==> config.mk <==
export PLATFORM = sky130hd
export DESIGN_NAME = bullet_pool
export DESIGN_NICKNAME = d
export VERILOG_FILES = /design/src/rtl/bullet_pool.sv
export SDC_FILE = /design/constraint.sdc
export NUM_CORES = 1
export LEC_CHECK = 0
export BUFFER_PORTS_ARGS = -buffer_cell sky130_fd_sc_hd__buf_2
export CAP_MARGIN = 10
export CORE_MARGIN = 2
export CORE_UTILIZATION = 25
export DETAILED_ROUTE_END_ITERATION = 6
export PLACE_DENSITY = 0.41
export SLEW_MARGIN = 0
export SYNTH_ARGS = -nofsm -noshare
export SYNTH_HDL_FRONTEND = slang
export SYNTH_SLANG_ARGS = --single-unit
export TNS_END_PERCENT = 10
==> constraint.sdc <==
create_clock -name frameClk -period 11.1 [get_ports frameClk]
set_clock_uncertainty 0.15 [all_clocks]
set_input_delay 2.775 -clock frameClk [delete_from_list [all_inputs] [get_ports frameClk]]
set_output_delay 2.775 -clock frameClk [all_outputs]
set_load 0.02 [all_outputs]
==> src/rtl/bullet_pool.sv <==
// bullet_pool: fixed pool of NUM_BULLETS projectiles updated once per frame.
// Optional macro BULLET_POOL_WRAP_EN: playfield edges wrap instead of retiring.
module bullet_pool #(
  parameter int NUM_BULLETS = 4,
  parameter int POS_W       = 10,
  parameter int STEP_W      = 4,
  parameter int LIFE_W      = 8,
  parameter int SCREEN_W    = 640,
  parameter int SCREEN_H    = 480,
  localparam int IDX_W      = (NUM_BULLETS > 1) ? $clog2(NUM_BULLETS) : 1,
  localparam int CNT_W      = $clog2(NUM_BULLETS + 1)
) (
  input  logic                         frameClk,
  input  logic                         reset,
  input  logic                         spawnReq,
  input  logic [1:0]                   spawnDir,
  input  logic [POS_W-1:0]             spawnX,
  input  logic [POS_W-1:0]             spawnY,
  input  logic [STEP_W-1:0]            spawnStep,
  input  logic [LIFE_W-1:0]            spawnLife,
  output logic                         spawnAck,
  output logic [IDX_W-1:0]             spawnIdx,
  output logic                         poolFull,
  input  logic [NUM_BULLETS-1:0]       killVec,
  input  logic [NUM_BULLETS-1:0]       bounceVec,
  output logic [NUM_BULLETS-1:0]       existsVec,
  output logic [NUM_BULLETS*POS_W-1:0] posXFlat,
  output logic [NUM_BULLETS*POS_W-1:0] posYFlat,
  output logic [2*NUM_BULLETS-1:0]     dirFlat,
  output logic [CNT_W-1:0]             activeCount
);

  // Two guard bits keep both underflow and step overflow visible in the sign.
  localparam int SW = POS_W + 2;
  localparam logic signed [SW-1:0] SCR_W_S = SW'(SCREEN_W);
  localparam logic signed [SW-1:0] SCR_H_S = SW'(SCREEN_H);

  logic [IDX_W-1:0] grant_idx;
  logic             grant_found;

  always_comb begin
    grant_idx   = '0;
    grant_found = 1'b0;
    for (int i = 0; i < NUM_BULLETS; i++) begin
      if (!grant_found && !existsVec[i]) begin
        grant_found = 1'b1;
        grant_idx   = IDX_W'(i);
      end
    end
  end

  always_comb begin
    activeCount = '0;
    for (int i = 0; i < NUM_BULLETS; i++) begin
      activeCount = activeCount + CNT_W'(existsVec[i]);
    end
  end

  assign poolFull = &existsVec;
  assign spawnAck = spawnReq & ~poolFull;
  assign spawnIdx = spawnAck ? grant_idx : '0;

  generate
    for (genvar gi = 0; gi < NUM_BULLETS; gi++) begin : gen_slot
      logic              exists_q, exists_d;
      logic [POS_W-1:0]  x_q, x_d, y_q, y_d;
      logic [1:0]        dir_q, dir_d, move_dir;
      logic [STEP_W-1:0] step_q, step_d;
      logic [LIFE_W-1:0] life_q, life_d, bcnt_q, bcnt_d;
      logic signed [SW-1:0] nx, ny, wx, wy;
      logic              spawn_here, bounce_retire, edge_retire;

      assign spawn_here    = spawnAck && (grant_idx == IDX_W'(gi));
      assign bounce_retire = bounceVec[gi] && (bcnt_q == life_q);
      // XOR with 1 swaps UP<->DOWN and LEFT<->RIGHT.
      assign move_dir      = (bounceVec[gi] && !bounce_retire) ? (dir_q ^ 2'b01) : dir_q;

      always_comb begin
        nx = SW'(x_q);
        ny = SW'(y_q);
        case (move_dir)
          2'd0:    ny = SW'(y_q) - SW'(step_q);
          2'd1:    ny = SW'(y_q) + SW'(step_q);
          2'd2:    nx = SW'(x_q) - SW'(step_q);
          default: nx = SW'(x_q) + SW'(step_q);
        endcase
`ifdef BULLET_POOL_WRAP_EN
        wx = (nx < 0) ? nx + SCR_W_S : (nx >= SCR_W_S) ? nx - SCR_W_S : nx;
        wy = (ny < 0) ? ny + SCR_H_S : (ny >= SCR_H_S) ? ny - SCR_H_S : ny;
        edge_retire = 1'b0;
`else
        wx = nx;
        wy = ny;
        edge_retire = (nx < 0) || (nx >= SCR_W_S) || (ny < 0) || (ny >= SCR_H_S);
`endif
      end

      always_comb begin
        exists_d = exists_q;
        x_d      = x_q;
        y_d      = y_q;
        dir_d    = dir_q;
        step_d   = step_q;
        life_d   = life_q;
        bcnt_d   = bcnt_q;
        if (spawn_here) begin
          exists_d = 1'b1;
          x_d      = spawnX;
          y_d      = spawnY;
          dir_d    = spawnDir;
          step_d   = spawnStep;
          life_d   = spawnLife;
          bcnt_d   = '0;
        end else if (exists_q) begin
          if (killVec[gi] || bounce_retire) begin
            exists_d = 1'b0;
          end else begin
            if (bounceVec[gi]) begin
              bcnt_d = bcnt_q + 1'b1;
              dir_d  = move_dir;
            end
            if (edge_retire) begin
              exists_d = 1'b0;
            end else begin
              x_d = wx[POS_W-1:0];
              y_d = wy[POS_W-1:0];
            end
          end
        end
      end

      always_ff @(posedge frameClk) begin
        if (reset) begin
          exists_q <= 1'b0;
          x_q      <= '0;
          y_q      <= '0;
          dir_q    <= 2'd3;
          step_q   <= '0;
          life_q   <= '0;
          bcnt_q   <= '0;
        end else begin
          exists_q <= exists_d;
          x_q      <= x_d;
          y_q      <= y_d;
          dir_q    <= dir_d;
          step_q   <= step_d;
          life_q   <= life_d;
          bcnt_q   <= bcnt_d;
        end
      end

      assign existsVec[gi]               = exists_q;
      assign posXFlat[gi*POS_W +: POS_W] = x_q;
      assign posYFlat[gi*POS_W +: POS_W] = y_q;
      assign dirFlat[gi*2 +: 2]          = dir_q;
    end
  endgenerate

endmodule

==> Word-level counts from Yosys, hierarchy flattened <==
Index checks and enable logic that the tools add are counted.
{ "word_totals": {"elab_cells": 257, "inputBits": 45, "regBits": 172, "output_inout_bits": 99} }
{ "classes": {"n_eq_ne": 23, "mux": 83, "n_bitwise": 10, "addsub": 23, "reduce_logical": 74, "magnitude_cmp": 16} }
{ "ops": {"columns": ["operator", "count"], "rows": [
  ["2-to-1 mux 10 bit", 32],
  ["one-hot mux 12 bit (2 select lines)", 8],
  ["< comparator 12 x 1 -> 1 bit (second input constant)", 8],
  ["adder 10 x 4 -> 11 bit", 8],
  ["subtractor 10 x 4 -> 11 bit", 8],
  [">= comparator 12 x 10 -> 1 bit (second input constant)", 4],
  [">= comparator 12 x 11 -> 1 bit (second input constant)", 4],
  ["2-to-1 mux 2 bit", 19],
  ["AND reduction 3 bit", 12],
  ["adder 8 x 1 -> 8 bit (second input constant)", 4],
  ["== test 8 bit", 4],
  ["2-to-1 mux 1 bit", 24],
  ["logical OR 1 bit", 16],
  ["inequality test 2 bit (second input constant)", 8],
  ["nonzero test 2 bit", 8],
  ["OR reduction 2 bit", 8],
  ["logical AND 1 bit", 15],
  ["== test 2 bit (second input constant)", 6],
  ["== test 2 x 1 -> 1 bit (second input constant)", 5],
  ["zero test 2 bit", 5],
  ["zero test 1 bit", 9],
  ["NOT 1 bit", 9],
  ["AND reduction 4 bit", 1],
  ["adder 2 x 1 -> 3 bit", 1],
  ["3 further kinds", 3]
]} }

==> Longest topological paths before layout <==
{ "logic_depth": {"ltp_word": 16, "depth_mapped": 17, "ltp_nobuf": 15} }

==> Worst setup path after synthesis <==
OpenSTA, ideal clock, no wires.
{ "synth_timing": {"kind": "input port to output port", "start": "in spawnReq", "end": "out spawnIdx[1]", "required_time_ps": 8175, "stages": 4, "path_buffers": 2, "setup_slack_ps": 4497, "t_arrival_ps": 3678, "cell_sequence": "nand3b_1 clkbuf_1 clkbuf_1 nand2_1"} }
{ "synth_between": {"elab_chain_len": 2} }
{ "synth_rtl": {"columns": ["item", "line", "text"], "rows": [
  ["start, declared", "15", "input logic spawnReq,"],
  ["AND 1 bit", "60", "assign spawnAck = spawnReq & ~poolFull;"],
  ["2-to-1 mux 2 bit", "61", "assign spawnIdx = spawnAck ? grant_idx : '0;"],
  ["end, declared", "22", "output logic [IDX_W-1:0] spawnIdx,"]
]} }
Every way passes these cells.

==> Final worst setup path <==
Ends and elaborated chain as after synthesis.

==> impl_metrics.yaml <==
timing:
  worst-slew-pin-transition_ps: 974
  rsz0062_at_grt: "no"
  final.period_utilization_pct: 59.8
  hold_viol: 0
  setup_viol: 0
  slew_violations: 0
  timing.final.crit_period_ps: 6640
  totalNegativeSetupSlack_ps: 0
  postLayoutSetupSlackWorst_ps: 4460
  max_slew_margin_pct: 34.6
  max_frequency_mhz: 151
cells_and_area:
  filler_cell_count: 5493
  final_net_count: 1840
  antenna_cells: 0
  share_of_final_layout_standard_cells_stronger_than_drive_strength_1_pct: 13.2
  area_growth_synth_to_finish_pct: 15.1
min_path:
  hold_path.class: "reg2reg"
  hold-path-endpoint: "gen_slot[1].life_q[4]"
  worstHoldPathCells: 2
  hold_path.startpoint: "gen_slot[1].life_q[4]"
synthesis:
  post_synth.cell_area_avg_sq_um: 7.74
  synth_edf_count: 0
  ys_seq_elements: 172
  post_synth_inst_count: 1625
  post_synth_instance_area_sq_um: 12600
  synth_sequential_area_ratio_pct: 27.4
  ys_dominant_reg_cell: "sky130_fd_sc_hd__dfxtp_1"
  synth.net_count: 1760
  yosysUniqueCellTypes: 86
  synth.yosys.warnings: 0
  async_flop_share_pct: 0
cts:
  clkLatencyLatePin_ps: 430
  cts_setup_buffers: 0
  cts_root_buffer: "sky130_fd_sc_hd__clkbuf_16"
  cts.htree.levels: 4
  resize_count_post_cts: 0
  tritoncts_num_sinks: 172
  cts.path.max_buffers: 2
  cts_tree: "built"
  clk_pin_slew_worst_paths_ps: 60
  cts_buffers: 17
  cts_hold_buf: 0
setup_path:
  critical_path.reg2reg.startpoint: "gen_slot[0].bcnt_q[2]"
  r2r_cells: 12
  worst-r2r-setup-slack_ps: 6140
  startpoint_types: "input pin"
  worst_r2r_endpoint: "gen_slot[0].x_q[0]"
  timing.critical_path.to_type: "output pin"
  worst-endpoint-arrival_ps: 3710
  critical_path_required_ps: 8180
  crit_type: "in2out"
  critical_path_peak_fanout: 41
routing:
  drtAntennaViolNets: 0
  via_per_inst: 4.95
  detailedRoute.firstPassIterationCount: 5
  route.vias.total: 11800
  drt_first_iter_violations: 816
  wl_um: 46300
  wl_per_cell_um: 19.4
  remaining_drc_errors: 0
place:
  post-dp-hpwl_um: 34900
  port-buffer-count: 143
  gp_congestion: 0.835
  placement.setup.worst_slack_ps: 4460
floorplan:
  design.portCount: 144
  core_area_sq_um: 50000
  floorplan.die.width_um: 228
  std_cell_rows: 82
  initial_utilization_pct: 25.2
  height_of_the_die_um: 228
  die_area_sq_um: 52100
pwr:
  power_density_nw_per_um2: 111
  leakage_power_total_nw: 5.50
  irDropWorstVdd_mv: 0.0965
  post-layout-total-power_mw: 1.61
flow_run:
  max_cap_viol_count: 0
global_route:
  grt.busiest_layer: "met2"
  global_route.overflow_total: 0
  grtUsageMet2_pct: 28.8
  grt_pass1_wl_um: 71100
  met3_usage_pct: 2.15
  track_usage_pct: 17.6
  antenna_found_initial: 3
  first_global_vias: 11300
  grt_start_max_net_pins: 60
  groute.layer.met1.usage_pct: 24.8
status:
  status: "complete, no violations"
[synthesized netlist by cell type (17+ instances only)]
library cell	instances	area (sq um)
sky130_fd_sc_hd__clkbuf_1	73	274
sky130_fd_sc_hd__nor2b_1	19	119
sky130_fd_sc_hd__nand2b_1	29	181
sky130_fd_sc_hd__nand3_1	45	225
sky130_fd_sc_hd__nand2_1	193	724
sky130_fd_sc_hd__or3_1	21	131
sky130_fd_sc_hd__a21oi_1	130	651
sky130_fd_sc_hd__nor3_1	41	205
sky130_fd_sc_hd__ha_1	73	913
sky130_fd_sc_hd__nor4_1	19	119
sky130_fd_sc_hd__o21ai_0	56	280
sky130_fd_sc_hd__a211oi_1	37	278
sky130_fd_sc_hd__fa_1	17	340
sky130_fd_sc_hd__xnor2_1	91	797
sky130_fd_sc_hd__nor2_1	167	627
sky130_fd_sc_hd__mux2i_1	42	420
sky130_fd_sc_hd__nand4_1	17	106
sky130_fd_sc_hd__xor2_1	38	333
sky130_fd_sc_hd__dfxtp_1	172	3440
sky130_fd_sc_hd__inv_1	84	315
[how the worst max path moves through the flow]
stage	start	to	slack [ps]	cells past startpoint
final	spawnReq	spawnIdx[1]	4460	5
after detailed placement	spawnReq	spawnIdx[1]	4460	5
after global routing	spawnReq	spawnIdx[1]	4370	5
after global placement	spawnReq	spawnIdx[1]	4450	5
after floorplan	spawnReq	spawnIdx[1]	4500	4
after CTS	spawnReq	spawnIdx[1]	4460	5
[layout make-up]
| type | count | area (sq um) | area share (%) |
|---|---|---|---|
| Inverter | 85 | 319 | 2.20 |
| Sequential cell | 172 | 3440 | 23.8 |
| Clock inverter | 13 | 214 | 1.48 |
| Clock buffer | 18 | 429 | 2.96 |
| Timing Repair Buffer | 156 | 816 | 5.63 |
| Multi-Input combinational cell | 1273 | 8430 | 58.2 |
| Tap cell | 672 | 841 | 5.80 |
[registers in the layout, summed over array words and instances (netlist names)]
signal / count
gen_slot.y_q: 40
gen_slot.step_q: 16
gen_slot.life_q: 32
gen_slot.dir_q: 8
gen_slot.x_q: 40
gen_slot.exists_q: 4
gen_slot.bcnt_q: 32
[power by group]
part           switching, mW  total [mW]  leakage (nW)  internal, mW
sequential            0.0312       0.665          1.39         0.633
combinational          0.171       0.258          3.80        0.0878
clock                  0.280       0.683         0.308         0.402
[critical path, stage by stage]
cell and delay [ps]:
sky130_fd_sc_hd__buf_2 160, sky130_fd_sc_hd__nand3b_1 90, sky130_fd_sc_hd__buf_4 400, sky130_fd_sc_hd__nand2_1 100, sky130_fd_sc_hd__buf_2 180
[per-layer routing]
metal / wire length (um) / vias to the layer above / share of wire (%)
li1: - / 5848 / -
met1: 22200 / 5654 / 48
met2: 21200 / 277 / 46
met3: 2110 / 36 / 4.6
met4: 720 / 2 / 1.6
met5: 18 / - / 0.039
[cell usage in the layout (no fill, tap or decap), types with 42 or more instances in the layout]
cell / Yosys / final
sky130_fd_sc_hd__o21ai_0: 56 / 56
sky130_fd_sc_hd__nor2_1: 167 / 167
sky130_fd_sc_hd__xnor2_1: 91 / 91
sky130_fd_sc_hd__dfxtp_1: 172 / 172
sky130_fd_sc_hd__nand2_1: 193 / 192
sky130_fd_sc_hd__nand3_1: 45 / 44
sky130_fd_sc_hd__inv_1: 84 / 84
sky130_fd_sc_hd__mux2i_1: 42 / 42
sky130_fd_sc_hd__ha_1: 73 / 73
sky130_fd_sc_hd__buf_2: 7 / 142
sky130_fd_sc_hd__a21oi_1: 130 / 130
[metrics by stage]
| stage | utilization, % | hold slack [ps] | area (sq um) | cells |
|---|---|---|---|---|
| after detailed placement | 27.7 | 313 | 13800 | 2358 |
| after CTS | 29.0 | 322 | 14500 | 2389 |
| after floorplan | - | 298 | 12600 | 1625 |
| after global routing | 29.0 | 342 | 14500 | 2389 |
| final | 29.0 | 321 | 14500 | 2389 |
| after global placement | 27.7 | 311 | 13800 | 2358 |
[cell families (layout without fill, tap and decap cells)]
logic type,after synthesis,in the layout,share of synthesized area (%)
buffers and inverters,180,272,5.77
adder cells (fa/ha/maj),90,90,9.96
flip-flops,172,172,27.4
multiplexers,47,47,3.88
AO/OA/AOI/OAI,371,371,19.3
XOR/XNOR,132,132,9.46
AND/OR/NAND/NOR,633,633,24.3
Note: power is estimated with default switching activity, not from simulation.
